--- src/rtl/l2_cmd_sched_if.sv ---
`default_nettype none
// ============================================================================
// Module   : l2_cmd_sched_if
// Purpose  : Bundles the requester handshake, the L3 engine/watchdog
//            signals and the completion status for l2_cmd_sched.
// Modports : master - environment side (requesters, L3 engine, watchdog, SW)
//            slave  - scheduler side (l2_cmd_sched)
// Signals  : req0/cmd0/gnt0, req1/cmd1/gnt1  requester handshakes
//            l3_en/l3_cmd                    engine start pulse + command
//            l3_cmd_done/err_timeout/abort   completion events
//            timer_stop                      watchdog stop on abort
//            done_vld/done_src/done_err      completion status pulse
//            retry_cnt/busy                  scheduler status
// Revision : 1.0 - initial release
// ============================================================================
interface l2_cmd_sched_if #(
  parameter int CMD_W = 8
);
  logic             req0;
  logic [CMD_W-1:0] cmd0;
  logic             gnt0;
  logic             req1;
  logic [CMD_W-1:0] cmd1;
  logic             gnt1;
  logic             l3_en;
  logic [CMD_W-1:0] l3_cmd;
  logic             l3_cmd_done;
  logic             err_timeout;
  logic             abort;
  logic             timer_stop;
  logic             done_vld;
  logic             done_src;
  logic             done_err;
  logic [1:0]       retry_cnt;
  logic             busy;

  modport master (
    output req0, cmd0, req1, cmd1, l3_cmd_done, err_timeout, abort,
    input  gnt0, gnt1, l3_en, l3_cmd, timer_stop, done_vld, done_src,
           done_err, retry_cnt, busy
  );

  modport slave (
    input  req0, cmd0, req1, cmd1, l3_cmd_done, err_timeout, abort,
    output gnt0, gnt1, l3_en, l3_cmd, timer_stop, done_vld, done_src,
           done_err, retry_cnt, busy
  );
endinterface
`default_nettype wire

--- src/rtl/l2_cmd_sched.sv ---
`default_nettype none
// ============================================================================
// Module   : l2_cmd_sched
// Purpose  : Two-requester scheduler in front of the L3 command engine.
//            Arbitrates requests, issues the one-cycle l3_en start pulse
//            (which also arms the watchdog), re-issues on watchdog timeout
//            up to MAX_RETRY times, handles software abort, reports a
//            completion pulse to the originator and enforces an idle gap.
// Ports    : clk, rst_n (async, active-low), bus (l2_cmd_sched_if.slave)
// Params   : CMD_W     - command word width
//            MAX_RETRY - re-issues allowed after timeout (0..3)
//            GAP_CYC   - idle cycles after each completion (0..15)
// Macro    : L2_CMD_SCHED_STRICT_PRIO_EN - when defined, requester 0 always
//            wins a tie; otherwise ties are resolved round-robin.
// Revision : 1.0 - initial release
// ============================================================================
module l2_cmd_sched #(
  parameter int CMD_W     = 8,
  parameter int MAX_RETRY = 2,
  parameter int GAP_CYC   = 4
) (
  input  wire logic     clk,
  input  wire logic     rst_n,
  l2_cmd_sched_if.slave bus
);

  localparam logic [1:0] c_MAX_RETRY = 2'(MAX_RETRY);
  localparam logic [3:0] c_GAP_LAST  = 4'(GAP_CYC);

  typedef enum logic [1:0] {
    ST_IDLE  = 2'd0,
    ST_START = 2'd1,
    ST_WAIT  = 2'd2,
    ST_GAP   = 2'd3
  } state_t;

  state_t           r_state;
  logic [3:0]       r_gap;
  logic             r_src;
  logic             r_gnt0;
  logic             r_gnt1;
  logic             r_l3_en;
  logic [CMD_W-1:0] r_l3_cmd;
  logic             r_timer_stop;
  logic             r_done_vld;
  logic             r_done_src;
  logic             r_done_err;
  logic [1:0]       r_retry;
  logic             r_busy;
`ifndef L2_CMD_SCHED_STRICT_PRIO_EN
  logic             r_last_src;
`endif

  logic w_req_any;
  logic w_pick1;

  // Arbitration: w_pick1 selects requester 1 for the grant.
  always_comb begin
    w_req_any = bus.req0 | bus.req1;
`ifdef L2_CMD_SCHED_STRICT_PRIO_EN
    w_pick1   = bus.req1 & ~bus.req0;
`else
    // On a tie the requester that was not served last wins.
    w_pick1   = bus.req1 & (~bus.req0 | ~r_last_src);
`endif
  end

  always_ff @(posedge clk or negedge rst_n) begin
    if (!rst_n) begin
      r_state      <= ST_IDLE;
      r_gap        <= 4'd0;
      r_src        <= 1'b0;
      r_gnt0       <= 1'b0;
      r_gnt1       <= 1'b0;
      r_l3_en      <= 1'b0;
      r_l3_cmd     <= '0;
      r_timer_stop <= 1'b0;
      r_done_vld   <= 1'b0;
      r_done_src   <= 1'b0;
      r_done_err   <= 1'b0;
      r_retry      <= 2'd0;
      r_busy       <= 1'b0;
`ifndef L2_CMD_SCHED_STRICT_PRIO_EN
      r_last_src   <= 1'b1;
`endif
    end else begin
      // Pulse outputs default low every cycle.
      r_gnt0       <= 1'b0;
      r_gnt1       <= 1'b0;
      r_l3_en      <= 1'b0;
      r_timer_stop <= 1'b0;
      r_done_vld   <= 1'b0;
      r_done_src   <= 1'b0;
      r_done_err   <= 1'b0;
      case (r_state)
        ST_IDLE: begin
          if (w_req_any) begin
            r_gnt0   <= ~w_pick1;
            r_gnt1   <= w_pick1;
            r_l3_cmd <= w_pick1 ? bus.cmd1 : bus.cmd0;
            r_src    <= w_pick1;
`ifndef L2_CMD_SCHED_STRICT_PRIO_EN
            r_last_src <= w_pick1;
`endif
            r_retry  <= 2'd0;
            r_busy   <= 1'b1;
            r_state  <= ST_START;
          end
        end
        ST_START: begin
          r_l3_en <= 1'b1;
          r_state <= ST_WAIT;
        end
        ST_WAIT: begin
          // Completion beats abort, abort beats timeout.
          if (bus.l3_cmd_done) begin
            r_done_vld <= 1'b1;
            r_done_src <= r_src;
            r_gap      <= 4'd0;
            r_state    <= ST_GAP;
          end else if (bus.abort) begin
            r_timer_stop <= 1'b1;
            r_done_vld   <= 1'b1;
            r_done_src   <= r_src;
            r_done_err   <= 1'b1;
            r_gap        <= 4'd0;
            r_state      <= ST_GAP;
          end else if (bus.err_timeout) begin
            if (r_retry < c_MAX_RETRY) begin
              r_retry <= r_retry + 2'd1;
              r_state <= ST_START;
            end else begin
              r_done_vld <= 1'b1;
              r_done_src <= r_src;
              r_done_err <= 1'b1;
              r_gap      <= 4'd0;
              r_state    <= ST_GAP;
            end
          end
        end
        ST_GAP: begin
          if (r_gap == c_GAP_LAST) begin
            r_busy  <= 1'b0;
            r_state <= ST_IDLE;
          end else begin
            r_gap <= r_gap + 4'd1;
          end
        end
        default: r_state <= ST_IDLE;
      endcase
    end
  end

  assign bus.gnt0       = r_gnt0;
  assign bus.gnt1       = r_gnt1;
  assign bus.l3_en      = r_l3_en;
  assign bus.l3_cmd     = r_l3_cmd;
  assign bus.timer_stop = r_timer_stop;
  assign bus.done_vld   = r_done_vld;
  assign bus.done_src   = r_done_src;
  assign bus.done_err   = r_done_err;
  assign bus.retry_cnt  = r_retry;
  assign bus.busy       = r_busy;

endmodule
`default_nettype wire

--- src/flat_wrapper.sv ---
// flat-port wrapper written by rule: the top's interface ports become plain ports
module l2_cmd_sched_flat 
#(
  parameter int CMD_W     = 8,
  parameter int MAX_RETRY = 2,
  parameter int GAP_CYC   = 4
)
  (clk, rst_n, bus_req0, bus_cmd0, bus_req1, bus_cmd1, bus_l3_cmd_done, bus_err_timeout, bus_abort, bus_gnt0, bus_gnt1, bus_l3_en, bus_l3_cmd, bus_timer_stop, bus_done_vld, bus_done_src, bus_done_err, bus_retry_cnt, bus_busy);
  l2_cmd_sched_if #(.CMD_W(CMD_W)) bus_i ();
  input  wire logic clk;
  input  wire logic rst_n;
  input wire logic [$bits(bus_i.req0)-1:0] bus_req0;
  input wire logic [$bits(bus_i.cmd0)-1:0] bus_cmd0;
  input wire logic [$bits(bus_i.req1)-1:0] bus_req1;
  input wire logic [$bits(bus_i.cmd1)-1:0] bus_cmd1;
  input wire logic [$bits(bus_i.l3_cmd_done)-1:0] bus_l3_cmd_done;
  input wire logic [$bits(bus_i.err_timeout)-1:0] bus_err_timeout;
  input wire logic [$bits(bus_i.abort)-1:0] bus_abort;
  output wire logic [$bits(bus_i.gnt0)-1:0] bus_gnt0;
  output wire logic [$bits(bus_i.gnt1)-1:0] bus_gnt1;
  output wire logic [$bits(bus_i.l3_en)-1:0] bus_l3_en;
  output wire logic [$bits(bus_i.l3_cmd)-1:0] bus_l3_cmd;
  output wire logic [$bits(bus_i.timer_stop)-1:0] bus_timer_stop;
  output wire logic [$bits(bus_i.done_vld)-1:0] bus_done_vld;
  output wire logic [$bits(bus_i.done_src)-1:0] bus_done_src;
  output wire logic [$bits(bus_i.done_err)-1:0] bus_done_err;
  output wire logic [$bits(bus_i.retry_cnt)-1:0] bus_retry_cnt;
  output wire logic [$bits(bus_i.busy)-1:0] bus_busy;
  assign bus_i.req0 = bus_req0;
  assign bus_i.cmd0 = bus_cmd0;
  assign bus_i.req1 = bus_req1;
  assign bus_i.cmd1 = bus_cmd1;
  assign bus_i.l3_cmd_done = bus_l3_cmd_done;
  assign bus_i.err_timeout = bus_err_timeout;
  assign bus_i.abort = bus_abort;
  assign bus_gnt0 = bus_i.gnt0;
  assign bus_gnt1 = bus_i.gnt1;
  assign bus_l3_en = bus_i.l3_en;
  assign bus_l3_cmd = bus_i.l3_cmd;
  assign bus_timer_stop = bus_i.timer_stop;
  assign bus_done_vld = bus_i.done_vld;
  assign bus_done_src = bus_i.done_src;
  assign bus_done_err = bus_i.done_err;
  assign bus_retry_cnt = bus_i.retry_cnt;
  assign bus_busy = bus_i.busy;
  l2_cmd_sched #(.CMD_W(CMD_W), .MAX_RETRY(MAX_RETRY), .GAP_CYC(GAP_CYC)) u_core (.clk(clk), .rst_n(rst_n), .bus(bus_i));
endmodule
--- config.mk ---
export PLATFORM = sky130hd
export DESIGN_NAME = l2_cmd_sched_flat
export DESIGN_NICKNAME = d
export VERILOG_FILES = /design/src/rtl/l2_cmd_sched_if.sv /design/src/rtl/l2_cmd_sched.sv /design/src/flat_wrapper.sv
export SDC_FILE = /design/constraint.sdc
export NUM_CORES = 1
export LEC_CHECK = 0
export CAP_MARGIN = 20
export CORE_MARGIN = 2
export CORE_UTILIZATION = 35
export CTS_CLUSTER_DIAMETER = 120
export CTS_CLUSTER_SIZE = 25
export DETAILED_ROUTE_END_ITERATION = 16
export PLACE_DENSITY_LB_ADDON = 0.12
export SLEW_MARGIN = 10
export SYNTH_ARGS = -nofsm -noshare
export SYNTH_HDL_FRONTEND = slang
export SYNTH_SLANG_ARGS = --single-unit
--- constraint.sdc ---
create_clock -name clk -period 2.61 [get_ports clk]
set_input_delay 0.522 -clock clk [delete_from_list [all_inputs] [get_ports clk]]
set_output_delay 0.522 -clock clk [all_outputs]
set_load 0.01 [all_outputs]
==> results.py <==
metrics = {
    "hold_path": {
        "hold-path-cell-count": 1,
        "worstHoldPathType": "reg2reg",
        "hp-start": "u_core.r_src",
        "holdPathEnd": "u_core.r_src",
    },
    "yosys": {
        "synth_edf_count": 0,
        "yosysMostFrequentCell": "dfrtp_1",
        "syn-num-nets": 157,
        "ys_seq_area_frac": 0.486,
        "ys_ff_latch": 26,
        "synth_flop_cell": "dfrtp_1",
        "synth_area_leader_cell": "dfrtp_1",
        "synthesis.area_um2": 1340,
        "syn_inst": 127,
        "synth_area_leaders": "dfrtp_1 (47%), ha_1 (6.5%), o21ai_0 (4.1%)",
        "synth_cell_type_count": 39,
        "post_synth.cell_area_avg_um2": 10.6,
        "async_flop_share": 1.00,
        "ys_warn_count": 0,
        "ys_top_cells_by_count": "dfrtp_1 (25), nand2_1 (12), o21ai_0 (11)",
        "yosys.area.top_type_share": 0.466,
    },
    "timing": {
        "finalHoldViolCount": 0,
        "grt_setup_unrepaired": "false",
        "finalSetupTns_ps": 0,
        "min_period_ps": 1860,
        "timing.final.ws_setup_ps": 749,
        "fmax_mhz": 537,
        "setup_viol": 0,
        "skew_ps": 5.55,
        "worstMarginPinSlew_ps": 422,
        "post-route-period-util": 0.713,
        "maxSlewHeadroom": 0.717,
        "drv_slew": 0,
        "whs_ps": 487,
    },
    "clock_tree": {
        "clkLatencyLatePin_ps": 260,
        "cts_buffers": 3,
        "cts_tree": "done",
        "cts_resized": 0,
        "postCtsSetupBuffers": 0,
        "clk_pin_slew_ps": 90,
        "clockBufferDepth": 2,
        "holdBufCountCts": 0,
        "root_buffer": "clkbuf_8",
        "clock-sinks": 26,
        "htreeDepth": 1,
    },
    "outcome": {
        "status": "finished, final reports clean",
    },
    "global_route": {
        "grt_pass1_vias": 1129,
        "grt_pass1_wl_um": 5060,
        "track_usage": 0.147,
        "grt_max_degree": 27,
        "grt_overflow": 0,
        "antenna_found_initial": 0,
    },
    "critical_path": {
        "setup.worst_path.end_class": "register",
        "crit_chain": "clkdlybuf4s50_1 -> a211oi_1 -> buf_4 -> and2_1 -> o21ai_0 -> nand3_1",
        "critPathMaxFanout": 5,
        "cp_slowest_cell": "clkdlybuf4s50_1",
        "crit_path_start_kind": "input pin",
        "critPathRequiredTime_ps": 2810,
        "rr_startpoint": "u_core.r_state[0]",
        "r2r-end": "u_core.r_state[1]",
        "r2r_cells": 6,
        "critical_path_class": "in2reg",
        "slowest_delay_ps": 520,
        "r2r_slack_ps": 820,
        "cp_data_arrival_time_ps": 2070,
    },
    "detailed_routing": {
        "postRouteAntennaNets": 0,
        "drtIter0Drc": 56,
        "wl_um": 2930,
        "routed_via_density": 4.96,
        "drc": 0,
        "first_pass_iters": 4,
        "dr_total_vias": 1087,
        "wl_per_cell_um": 13.4,
    },
    "floorplan": {
        "die_y_um": 65.9,
        "initial_utilization": 0.367,
        "die_area_um2": 4350,
        "io_pins": 41,
        "num_rows": 22,
        "core_area_um2": 3660,
        "die_width_um": 65.9,
    },
    "layout": {
        "area_growth_pct": 39.9,
        "nFillCells": 311,
        "num_antenna_cells": 0,
        "fin_nets": 202,
        "drive_above_1_share": 0.0877,
        "final_cell_area_um2": 1880,
        "post-route-util": 0.513,
    },
    "power_and_ir_drop": {
        "powerDensity_nw_per_um2": 1040,
        "power.leakage_nw": 0.824,
        "ir_drop_mv": 0.405,
    },
    "flow_run": {
        "max_cap_viol_count": 0,
    },
    "placement": {
        "place_area_um2": 1810,
        "dpl.hpwl_um": 2270,
        "place_ws_ps": 475,
        "gp_congestion": 0.796,
        "portBuffers": 40,
    },
}
[per-layer routing]
metal	wire, um	vias to the layer above	part of all wire	GRT usage
li1	-	547	-	-
met1	1320	517	0.45	0.196
met2	1460	21	0.50	0.250
met3	134	2	0.046	0.0273
met4	13	0	0.0044	0.0306
met5	0	-	0	0
[power breakdown]
group | switching, mW | internal [mW] | leakage [nW]
clock network | 0.117 | 0.205 | 0.0357
registers | 0.130 | 0.576 | 0.330
logic | 0.447 | 0.471 | 0.459
[worst max-delay path by stage]
stage / slack (ps) / end / startpoint
floorplan: 980 / u_core.bus.retry_cnt[0] / u_core.r_state[1]
global placement: 530 / u_core.r_gap[0] / bus_err_timeout
detailed placement: 470 / u_core.r_gap[0] / bus_err_timeout
CTS: 770 / u_core.r_gap[0] / bus_err_timeout
global route: 590 / u_core.r_state[0] / u_core.r_state[0]
finish: 750 / u_core.r_gap[0] / bus_err_timeout
[metrics by stage]
stage | std cells | power [mW]
6_report | 219 | 1.95
2_1_floorplan | 127 | 1.23
3_3_place_gp | 215 | 1.61
4_1_cts | 219 | 1.97
5_1_grt | 219 | 2.12
3_5_place_dp | 215 | 1.64
[cell families (layout without fill, tap and decap cells)]
| family | count (synthesis) | after routing | synth area share |
|---|---|---|---|
| AOI/OAI and AO/OA | 32 | 32 | 0.170 |
| adders and majority gates | 7 | 7 | 0.0652 |
| buffers and inverters | 12 | 56 | 0.0391 |
| DFF | 26 | 26 | 0.486 |
| muxes | 5 | 5 | 0.0373 |
| and+or+nand+nor | 45 | 45 | 0.203 |
[cell usage in the layout (no fill, tap or decap), types with 2 or more instances in the layout]
master / n
o31ai_1: 2
clkbuf_8: 3
o21ai_0: 11
mux2i_1: 5
a211oi_1: 2
nand3_1: 8
dfrtp_1: 25
nor2_1: 4
inv_1: 9
ha_1: 7
nand3b_1: 2
and3b_1: 2
a31oi_1: 2
buf_4: 3
nand2_1: 12
a21oi_1: 5
clkdlybuf4s50_1: 40
and2_1: 3
a222oi_1: 3
nand4_1: 2
[critical path: cells and delay by family]
family / cells / cell delay, ps
buffers and inverters: 2 / 720
AOI/OAI and AO/OA: 2 / 530
and+or+nand+nor: 2 / 290
[sequential cells by signal, indices dropped and copies added (netlist names)]
register and cells:
u_core.bus.gnt0 1, u_core.r_last_src 1, u_core.bus.timer_stop 1, u_core.bus.done_err 1, u_core.bus.done_src 1, u_core.bus.l3_en 1
u_core.bus.gnt1 1, u_core.bus.done_vld 1, u_core.r_src 1, u_core.bus.retry_cnt 2, u_core.bus.busy 1, u_core.r_state 2
u_core.r_gap 4, u_core.bus.l3_cmd 8
[cell type report]
cell class                 instances  area, um2  share of cell area
tap                               48       60.1              0.0320
inverter                           9       33.8              0.0180
multi-input combinational         89        638               0.340
clock buffer                       3       41.3              0.0220
sequential                        26        652               0.347
clock inverter                     1       30.0              0.0160
timing repair buffer              43        423               0.225
No activity file was read; power rests on OpenSTA's default activity.
==> edit: new RTL, same settings <==
Re-encode `state_t` (4 states) as Gray code, 2 bits wide.
--- a/src/rtl/l2_cmd_sched.sv
+++ b/src/rtl/l2_cmd_sched.sv
@@ -28,10 +28,10 @@
   localparam logic [3:0] c_GAP_LAST  = 4'(GAP_CYC);
 
   typedef enum logic [1:0] {
-    ST_IDLE  = 2'd0,
-    ST_START = 2'd1,
-    ST_WAIT  = 2'd2,
-    ST_GAP   = 2'd3
+    ST_IDLE  = 2'b00,
+    ST_START = 2'b01,
+    ST_WAIT  = 2'b11,
+    ST_GAP   = 2'b10
   } state_t;
 
   state_t           r_state;
Check against the original RTL: same outputs for any inputs over 10 cycles, from zero or initial values and one cycle with rst_n low; not proved beyond that.
==> edit against the unedited design <==
Maximum frequency increased by 0.59%. Total power decreased by 14%. Setup slack better by 0.011 ns. Combinational power decreased by 22%. Cell area fell by 10%. Sequential cell count is the same. Count of clock-buffer cells in the layout unchanged. Area after synthesis decreased by 12%. Worst hold slack better by 0.00057 ns. Routed wire length decreased by 9.8%. Largest cell class unchanged. Largest power group unchanged.
==> edit: results (changes against the unedited design) <==
Clock tree
  • Longest Clk Path Bufs: 2 (unchanged)
  • Sink Count: 26 (unchanged)
  • Clock transition at path regs: 0.15 ns (+0.06 ns)
  • Clock root cell: clkbuf_4
  • Inserted Clock Buffers: 3 (unchanged)
  • H-tree depth: 1 (unchanged)
  • Clk_lat worst skew: 0.32 ns (+0.06 ns)
  • Post-CTS sizing: 0 (unchanged)

Pwr
  • Leak pwr: 0.739 nW (-10%)
  • VDD IR max: 357 uV (-12%)

Setup path
  • Critical Path Fanout Max: 5 (unchanged)
  • FF-to-FF path depth: 5 (-1)
  • Reg-to-reg slack, setup: 1.14 ns (+0.32 ns)
  • CP max stage cell: clkdlybuf4s50_1
  • CP Data Arrival Time: 1.33 ns (-0.74 ns)
  • CP peak stage delay: 0.56 ns (+0.04 ns)
  • Critical R2R Capture: u_core.r_gap[1]
  • RR Startpoint: u_core.r_gap[0]
  • CP delay by family, top: buffers and inverters

Logic synthesis
  • Largest cells by area after synthesis: dfrtp_1 (53%), nand2_1 (3.5%), a21oi_1 (3.4%), a31oi_1 (2.6%), and3_1 (2.6%)
  • Synth cell count leaders: dfrtp_1 (25), nand2_1 (11), a21oi_1 (8)
  • Distinct cells, synth: 36 (-7.7%)
  • Mapped Cells: 105 (-17%)
  • Part of the Yosys area used for sequential elements: 0.551 (+0.0652)
  • Syn_nets: 130 (-17%)
  • Yosys warns: 0 (unchanged)

Run status
  • Run status: completed

Place
  • Setup Slack @ Placement: 0.657 ns (+0.182 ns)
  • Inst Count DP: 190 (-12%)
  • Final GP Congestion: 0.773 (-3.0%)
  • Detailed placement HPWL: 2060 um (-9.1%)
  • # port buffers: 40 (unchanged)

Layout
  • Filler cells: 323 (+3.9%)
  • Number of antenna diodes: 0 (unchanged)
  • Max reg flops: 8 (unchanged)
  • Share of layout cells above drive strength 1: 0.101 (+0.0136)
  • Post-layout nets: 174 (-14%)

Route
  • First DRT Iteration DRCs: 78 (+39%)
  • DR vias: 962 (-11%)
  • Drt pass-1 iters: 4 (unchanged)
  • Per-cell routed wire length: 13.6 um (+1.8%)
  • Routed vias/inst: 4.96 (about the same)
  • Routed Antenna Nets: 0 (unchanged)

STA
  • Worst Setup Slack, final: 0.760 ns (+0.0109 ns)
  • Relative slew slack: 0.623 (-0.0939)
  • Clock skew: 0.00966 ns (+0.00411 ns)

Global routing
  • Number of global-route vias before repair: 995 (-12%)
  • Largest net degree at the start of global routing: 16 (-41%)
  • GRT Overall Usage: 0.148 (+0.000659)
  • Antenna violations before repair: 0 (unchanged)
  • First-pass GRT wire length: 4650 um (-8.2%)

Hold path
  • Hold path start: u_core.r_src
  • Hold depth: 1 (unchanged)
-- edit: cell count changes after synthesis, moves of 4 or more --
| cell | unedited run | this run |
|---|---|---|
| o21ai_0 | 11 | 1 |
| nand3_1 | 8 | 1 |
| inv_1 | 9 | 3 |
| ha_1 | 7 | 2 |
| and3_1 | 1 | 5 |
-- edit: final cells by class --
cell class	count	area, um^2	area share
Timing Repair Buffer	41	408	0.242
Multi-Input combinational cell	74	504	0.299
Sequential cell	26	652	0.387
Tap cell	46	57.6	0.0341
Inverter	3	11.3	0.00668
Clock inverter	1	30.0	0.0178
Clock buffer	3	22.5	0.0134
-- edit: how the worst max path moves through the flow --
| stage | start | to | cells after the start |
|---|---|---|---|
| 6_report | u_core.bus.retry_cnt[1] | bus_retry_cnt[1] | 1 |
| 4_1_cts | u_core.bus.retry_cnt[1] | bus_retry_cnt[1] | 1 |
| 3_3_place_gp | bus_req1 | u_core.bus.l3_cmd[1] | 4 |
| 3_5_place_dp | bus_req1 | u_core.bus.l3_cmd[0] | 4 |
| 2_1_floorplan | bus_req1 | u_core.bus.l3_cmd[0] | 3 |
| 5_1_grt | u_core.bus.retry_cnt[1] | bus_retry_cnt[1] | 1 |
-- edit: cells by family (layout without fill, tap and decap cells) --
family          count (synthesis)  count (layout)  share of synthesized area
compound gates                 29              29                      0.178
flops                          26              26                      0.551
simple gates                   41              41                      0.210
buf+inv                         5              48                     0.0233
mux                             2               2                     0.0169
fa+ha+maj                       2               2                     0.0211
-- edit: per-stage QoR --
step	cell area, um^2	hold slack [ns]
5_1_grt	1690	0.523
3_5_place_dp	1630	0.458
2_1_floorplan	1180	0.226
4_1_cts	1690	0.491
3_3_place_gp	1630	0.472
6_report	1690	0.487
-- edit: power breakdown --
part	internal (mW)	switching, mW
combinational	0.391	0.323
sequential	0.565	0.130
clock	0.155	0.117
total	1.11	0.570
-- edit: layer usage --
metal | vias up | wire length [um] | GRT usage
li1 | 466 | - | -
met1 | 471 | 1150 | 0.184
met2 | 23 | 1350 | 0.261
met3 | 2 | 126 | 0.0290
met4 | 0 | 19 | 0.0417
met5 | - | 0 | 0
